## config.mk

```make
export PLATFORM = sky130hd
export DESIGN_NAME = muldiv_seq
export DESIGN_NICKNAME = d
export VERILOG_FILES = /design/src/rtl/muldiv_pkg.sv /design/src/rtl/muldiv_iter.sv /design/src/rtl/muldiv_seq.sv
export SDC_FILE = /design/constraint.sdc
export NUM_CORES = 1
export LEC_CHECK = 0
export CORE_AREA = 2 2 174 176
export CTS_BUF_LIST = sky130_fd_sc_hd__clkbuf_16
export CTS_CLUSTER_DIAMETER = 50
export DETAILED_ROUTE_END_ITERATION = 7
export DIE_AREA = 0 0 176 178
export GPL_TIMING_DRIVEN = 0
export PLACE_DENSITY_LB_ADDON = 0.15
export SYNTH_ARGS = -nofsm -noshare
export SYNTH_HDL_FRONTEND = slang
export SYNTH_SLANG_ARGS = --single-unit
```

## constraint.sdc

```tcl
create_clock -name clk -period 4.3 [get_ports clk]
set_input_delay 1.29 -clock clk [delete_from_list [all_inputs] [get_ports clk]]
set_output_delay 1.29 -clock clk [all_outputs]
set_load 0.02 [all_outputs]
```

## src/rtl/muldiv_pkg.sv

```systemverilog
// Shared encodings and op-classification helpers for the sequential RV32M multiply/divide unit.
package muldiv_pkg;

  localparam logic [2:0] MD_MUL    = 3'b000;
  localparam logic [2:0] MD_MULH   = 3'b001;
  localparam logic [2:0] MD_MULHSU = 3'b010;
  localparam logic [2:0] MD_MULHU  = 3'b011;
  localparam logic [2:0] MD_DIV    = 3'b100;
  localparam logic [2:0] MD_DIVU   = 3'b101;
  localparam logic [2:0] MD_REM    = 3'b110;
  localparam logic [2:0] MD_REMU   = 3'b111;

  localparam int         MD_ITERS     = 32;
  localparam logic [4:0] MD_LAST_ITER = 5'(MD_ITERS - 1);

  typedef enum logic [1:0] {
    ST_IDLE = 2'd0,
    ST_CALC = 2'd1,
    ST_FIX  = 2'd2,
    ST_DONE = 2'd3
  } md_state_e;

  function automatic logic is_div(input logic [2:0] op);
    return op inside {MD_DIV, MD_DIVU, MD_REM, MD_REMU};
  endfunction

  function automatic logic is_rem(input logic [2:0] op);
    return op inside {MD_REM, MD_REMU};
  endfunction

  function automatic logic a_signed(input logic [2:0] op);
    return op inside {MD_MULH, MD_MULHSU, MD_DIV, MD_REM};
  endfunction

  function automatic logic b_signed(input logic [2:0] op);
    return op inside {MD_MULH, MD_DIV, MD_REM};
  endfunction

endpackage

```

## src/rtl/muldiv_iter.sv

```systemverilog
// One radix-2 step: shift-add multiply or restoring shift-subtract divide on magnitudes.
module muldiv_iter
(
  input  logic        div_mode_i,
  input  logic [31:0] acc_i,   // product high half / partial remainder
  input  logic [31:0] aux_i,   // multiplier (shifting out) / dividend -> quotient
  input  logic [31:0] opnd_i,  // multiplicand / divisor
  output logic [31:0] acc_o,
  output logic [31:0] aux_o
);

  logic [32:0] sum;
  logic        ge;
  logic [31:0] diff;

  always_comb begin
    sum   = {1'b0, acc_i} + {1'b0, (aux_i[0] ? opnd_i : 32'd0)};
    // Remainder stays below the divisor, so the shifted value minus divisor fits 32 bits when ge.
    ge    = ({acc_i, aux_i[31]} >= {1'b0, opnd_i});
    diff  = {acc_i[30:0], aux_i[31]} - opnd_i;
    acc_o = sum[32:1];
    aux_o = {sum[0], aux_i[31:1]};
    if (div_mode_i) begin
      if (ge) begin
        acc_o = diff;
        aux_o = {aux_i[30:0], 1'b1};
      end else begin
        acc_o = {acc_i[30:0], aux_i[31]};
        aux_o = {aux_i[30:0], 1'b0};
      end
    end
  end

endmodule

```

## src/rtl/muldiv_seq.sv

```systemverilog
// Sequential RV32M MUL/MULH*/DIV*/REM* unit with tagged valid/ready request and response.
// Define MULDIV_FAST_MUL_EN to compute all multiplies in one cycle on the accept edge.
module muldiv_seq
  import muldiv_pkg::*;
#(
  parameter int TAG_W = 5
)
(
  input  logic             clk,
  input  logic             rst,
  input  logic             flush,
  input  logic             req_valid,
  output logic             req_ready,
  input  logic [2:0]       req_op,
  input  logic [31:0]      req_a,
  input  logic [31:0]      req_b,
  input  logic [TAG_W-1:0] req_tag,
  output logic             resp_valid,
  input  logic             resp_ready,
  output logic [31:0]      resp_data,
  output logic [TAG_W-1:0] resp_tag,
  output logic             busy
);

  md_state_e        state_q, state_d;
  logic [2:0]       op_q;
  logic [TAG_W-1:0] tag_q;
  logic [31:0]      acc_q, aux_q, opnd_q, res_q;
  logic [4:0]       cnt_q;
  logic             neg_q;

  logic        accept, a_neg, b_neg, fast_hit;
  logic [31:0] a_abs, b_abs, fast_val, acc_n, aux_n, div_sel, fix_res;
  logic [63:0] prod_s;

  assign accept = req_valid && req_ready && !flush;
  assign a_neg  = a_signed(req_op) && req_a[31];
  assign b_neg  = b_signed(req_op) && req_b[31];
  assign a_abs  = a_neg ? -req_a : req_a;
  assign b_abs  = b_neg ? -req_b : req_b;

`ifdef MULDIV_FAST_MUL_EN
  logic [63:0] fast_prod;
  assign fast_prod = {{32{a_neg}}, req_a} * {{32{b_neg}}, req_b};
`endif

  // Cases resolved on the accept edge without iterating.
  always_comb begin
    fast_hit = 1'b0;
    fast_val = 32'd0;
    if (is_div(req_op)) begin
      if (req_b == 32'd0) begin
        fast_hit = 1'b1;
        fast_val = is_rem(req_op) ? req_a : 32'hFFFF_FFFF;
      end else if ((req_op == MD_DIV || req_op == MD_REM) &&
                   req_a == 32'h8000_0000 && req_b == 32'hFFFF_FFFF) begin
        fast_hit = 1'b1;
        fast_val = is_rem(req_op) ? 32'd0 : 32'h8000_0000;
      end
    end
`ifdef MULDIV_FAST_MUL_EN
    else begin
      fast_hit = 1'b1;
      fast_val = (req_op == MD_MUL) ? fast_prod[31:0] : fast_prod[63:32];
    end
`endif
  end

  muldiv_iter u_iter (
    .div_mode_i (is_div(op_q)),
    .acc_i      (acc_q),
    .aux_i      (aux_q),
    .opnd_i     (opnd_q),
    .acc_o      (acc_n),
    .aux_o      (aux_n)
  );

  always_comb begin
    prod_s  = neg_q ? -{acc_q, aux_q} : {acc_q, aux_q};
    div_sel = is_rem(op_q) ? acc_q : aux_q;
    if (is_div(op_q))
      fix_res = neg_q ? -div_sel : div_sel;
    else
      fix_res = (op_q == MD_MUL) ? prod_s[31:0] : prod_s[63:32];
  end

  always_ff @(posedge clk) begin
    if (rst) state_q <= ST_IDLE;
    else     state_q <= state_d;
  end

  always_comb begin
    state_d = state_q;
    case (state_q)
      ST_IDLE: if (accept) state_d = fast_hit ? ST_DONE : ST_CALC;
      ST_CALC: if (cnt_q == MD_LAST_ITER) state_d = ST_FIX;
      ST_FIX:  state_d = ST_DONE;
      ST_DONE: if (resp_ready) state_d = ST_IDLE;
      default: state_d = ST_IDLE;
    endcase
    if (flush) state_d = ST_IDLE;
  end

  always_comb begin
    req_ready  = (state_q == ST_IDLE) && !rst;
    busy       = (state_q != ST_IDLE);
    resp_valid = (state_q == ST_DONE);
    resp_data  = res_q;
    resp_tag   = tag_q;
  end

  always_ff @(posedge clk) begin
    if (rst) begin
      op_q   <= MD_MUL;
      tag_q  <= '0;
      acc_q  <= 32'd0;
      aux_q  <= 32'd0;
      opnd_q <= 32'd0;
      res_q  <= 32'd0;
      cnt_q  <= 5'd0;
      neg_q  <= 1'b0;
    end else if (accept) begin
      op_q   <= req_op;
      tag_q  <= req_tag;
      acc_q  <= 32'd0;
      aux_q  <= a_abs;
      opnd_q <= b_abs;
      cnt_q  <= 5'd0;
      neg_q  <= is_rem(req_op) ? a_neg : (a_neg ^ b_neg);
      if (fast_hit) res_q <= fast_val;
    end else if (state_q == ST_CALC) begin
      acc_q <= acc_n;
      aux_q <= aux_n;
      cnt_q <= cnt_q + 5'd1;
    end else if (state_q == ST_FIX) begin
      res_q <= fix_res;
    end
  end

endmodule
```

==> reports/summary.txt <==
Max Cap Viol: 0
Nets: 2397
Crit path time final: 4.396 ns
Routability congestion estimate from global placement: 1.055
Routed Antenna Nets: 0
Syn nets: 2258
# hold bufs at CTS: 0
Remaining DRCs: 0
Setup TNS Final: -0.1479 ns
CTS tree: built
Crit-path cells: clkdlybuf4s50_1 -> nor2_1 -> and3_1 -> clkdlybuf4s15_1 -> nor2_1 -> clkbuf_1 -> a211oi_1 -> a211oi_1
Setup Skew: 0.01252 ns
Number of clock sinks: 144
Number of synthesized flops with an enable pin: 0
Routed vias/inst: 6.910
Yosys cell types: 89
Dominant synthesized flop cell: dfxtp_1
Area Overhead vs Synth: 16.02%
Worst r2r src: acc_q[14]
Die width: 176 um
Worst setup margin: -0.09576 ns
R2R setup slack: 0.02 ns
DPL Wire Length: 53500 um
Yosys reg bits: 144
Critical path peak fanout: 10
Crit path DAT: 4.70 ns
Sw Ratio: 0.4066
Comb power frac: 0.426
P_sw: 2208 uW
Synth warn: 0
Clock share of power: 0.300
# rows: 63
Run status: finished with violations
Clk_lat worst skew: 0.45 ns
Failing checks: negative setup slack
Reg2reg path depth: 11
Filler cells: 2793
Internal power: 3222 uW
Critical Path RT: 4.60 ns
Crit end category: flop
Register area: 2883 um^2
Crit path max-delay family: buffers and inverters
Die Height: 178 um
Slew Viols, Final: 0
Asr flop ratio synth: 0
Post-synthesis sequential area ratio: 0.1874
Worst hold stages: 2
Commonest non-fill, non-tap cell in the layout: nor2_1
Worst hold-check path type: flop to flop
Worst VDD drop: 229.0 uV
WL final: 69600 um
Initial core utilization: 0.5232
WL/cell: 26.30 um
PortBufs: 114
Vias: 18284
Max Buffers Root-to-Sink: 2
1st-pass router iterations: 6
Vias in the first global route: 16687
Cells after Synth: 2103
Die ar.: 31330 um^2
Core box area: 29400 um^2
CTS buffer count: 17
Commonest cells after routing, fill and taps aside: 225 x nor2_1, 181 x o21ai_0, 144 x dfxtp_1
RSZ-0062 raised after global routing: no
Worst hold start: resp_data[30]
I/O Pins: 117
Mapped Area: 15380 um^2
H-tree levels: 4
Syn avg cell area: 7.314 um^2
GR Util All Layers: 0.4301
Worst Path Buf+Inv: 3
Final setup viols: 5
Multi-input logic area: 11600 um^2
CP max stage delay: 0.85 ns
R2R Path End: acc_q[25]
Initial antenna violation count: 1
Max Freq: 0.2275 GHz
Worst Tran Pin Value: 1.088 ns
Startpoint types: input pin
Clock Tree Root: clkbuf_16
WS Path Type: input pin to flop
Largest net degree at the start of global routing: 17
Hold Path Sink: resp_data[30]
Reg clk slew, reported paths: 0.07 ns
Slew Limit Headroom: 0.2749
PwrDens: 304.3 nW/um^2
Fraction of layout cells with a size suffix above 1: 0.06655
Period utilisation layout: 1.022
Total power: 5431 uW
Starting DRT DRC Count: 2732
Seq pwr share: 0.274
Hold Vio Cnt, Final: 0
Total gr overflow: 0
First-pass GRT wire length: 101400 um
Pleak: 0.006681 uW
Max stage delay cell, worst path: clkdlybuf4s15_1
[how the worst max path moves through the flow]
| stage | startpoint | to | slack, ns | cells past startpoint |
|---|---|---|---|---|
| finish | flush | resp_data[1] | -0.1 | 8 |
| global route | aux_q[0] | resp_data[20] | 0.0009 | 14 |
| CTS | req_b[0] | resp_data[11] | 0.01 | 13 |
| detailed placement | req_a[24] | resp_data[4] | -2.01 | 11 |
| global placement | req_a[24] | resp_data[4] | -2.06 | 11 |
| floorplan | req_b[0] | resp_data[4] | 0.48 | 12 |
[layout make-up]
type / count / area share
Multi-Input combinational cell: 1726 / 0.6502
Sequential cell: 144 / 0.1615
Timing Repair Buffer: 122 / 0.06745
Buffer: 162 / 0.04417
Tap cell: 390 / 0.02734
Clock buffer: 17 / 0.02384
Inverter: 69 / 0.01451
Clock inverter: 14 / 0.01066
Antenna cell: 2 / 0.0002804
[Yosys cell counts (28+ instances only)]
cell type	count	area, um^2
or3_1	45	281.5
o21ai_0	182	910.9
dfxtp_1	144	2883
o31ai_1	41	307.8
xor2_1	89	779.5
ha_1	76	950.9
a21o_1	28	210.2
a211oi_1	89	668.1
nand2_1	144	540.5
xnor2_1	94	823.3
a31oi_1	32	200.2
nand4_1	29	181.4
a21oi_1	129	645.6
inv_1	67	251.5
mux2i_1	83	830.8
clkbuf_1	131	491.7
nor2_1	225	844.6
nor3_1	50	250.2
nand3_1	40	200.2
[flip-flops by register name (all words and copies together), names as in the netlist]
| signal | cells |
|---|---|
| neg_q | 1 |
| aux_q | 32 |
| resp_data | 32 |
| acc_q | 32 |
| op_q | 3 |
| resp_tag | 5 |
| state_q | 2 |
| cnt_q | 5 |
| opnd_q | 32 |
[worst reg2reg max path, stage by stage, from the launching register on]
cell	delay, ns
dfxtp_1	0.80
ha_1	0.42
and4_1	0.26
nand4_1	0.16
nor4_1	0.10
a2111oi_0	0.42
o21ai_0	0.23
a21oi_2	0.48
clkbuf_1	0.59
nor2_1	0.31
a21boi_0	0.27
a31oi_1	0.10
[layer usage]
layer / vias up / part of all wire / track usage
met5: - / 0.00075 / 0
met4: 4 / 0.049 / 0.1773
met3: 257 / 0.14 / 0.1270
met2: 1418 / 0.40 / 0.6293
met1: 8551 / 0.41 / 0.5889
li1: 8054 / - / -
[per-stage QoR]
stage	cells	cell area (um^2)	hold WS [ns]	setup WS, ns	util
after detailed placement	2607	17010	0.4627	-2.006	0.5786
after CTS	2645	17770	0.4719	0.01415	0.6045
after global routing	2644	17840	0.5065	0.0009153	0.6068
after global placement	2607	17010	0.4633	-2.058	0.5786
after floorplan	2103	15380	0.4601	0.4849	-
final	2646	17850	0.4759	-0.09576	0.6070
[cell families after synthesis]
logic type | share of synthesized area
simple gates | 0.2269
compound gates | 0.2870
buf+inv | 0.06654
xor+xnor | 0.1042
flops | 0.1874
mux | 0.06353
fa+ha+maj | 0.06442
[timing repair]
action	4_1_cts	5_1_grt
buffers inserted	7	1
endpoints found under the setup margin	43	42
resized for setup	24	31
pin swaps	6	4
[power groups by stage]
stage          Clock, uW  Combinational, uW  Sequential [uW]
2_1_floorplan          0               1460             1500
3_3_place_gp           0               2160             1510
3_5_place_dp           0               2170             1510
4_1_cts             1620               2190             1480
5_1_grt             1670               2420             1490
6_report            1630               2310             1490
(Power assumes the default switching activity.)
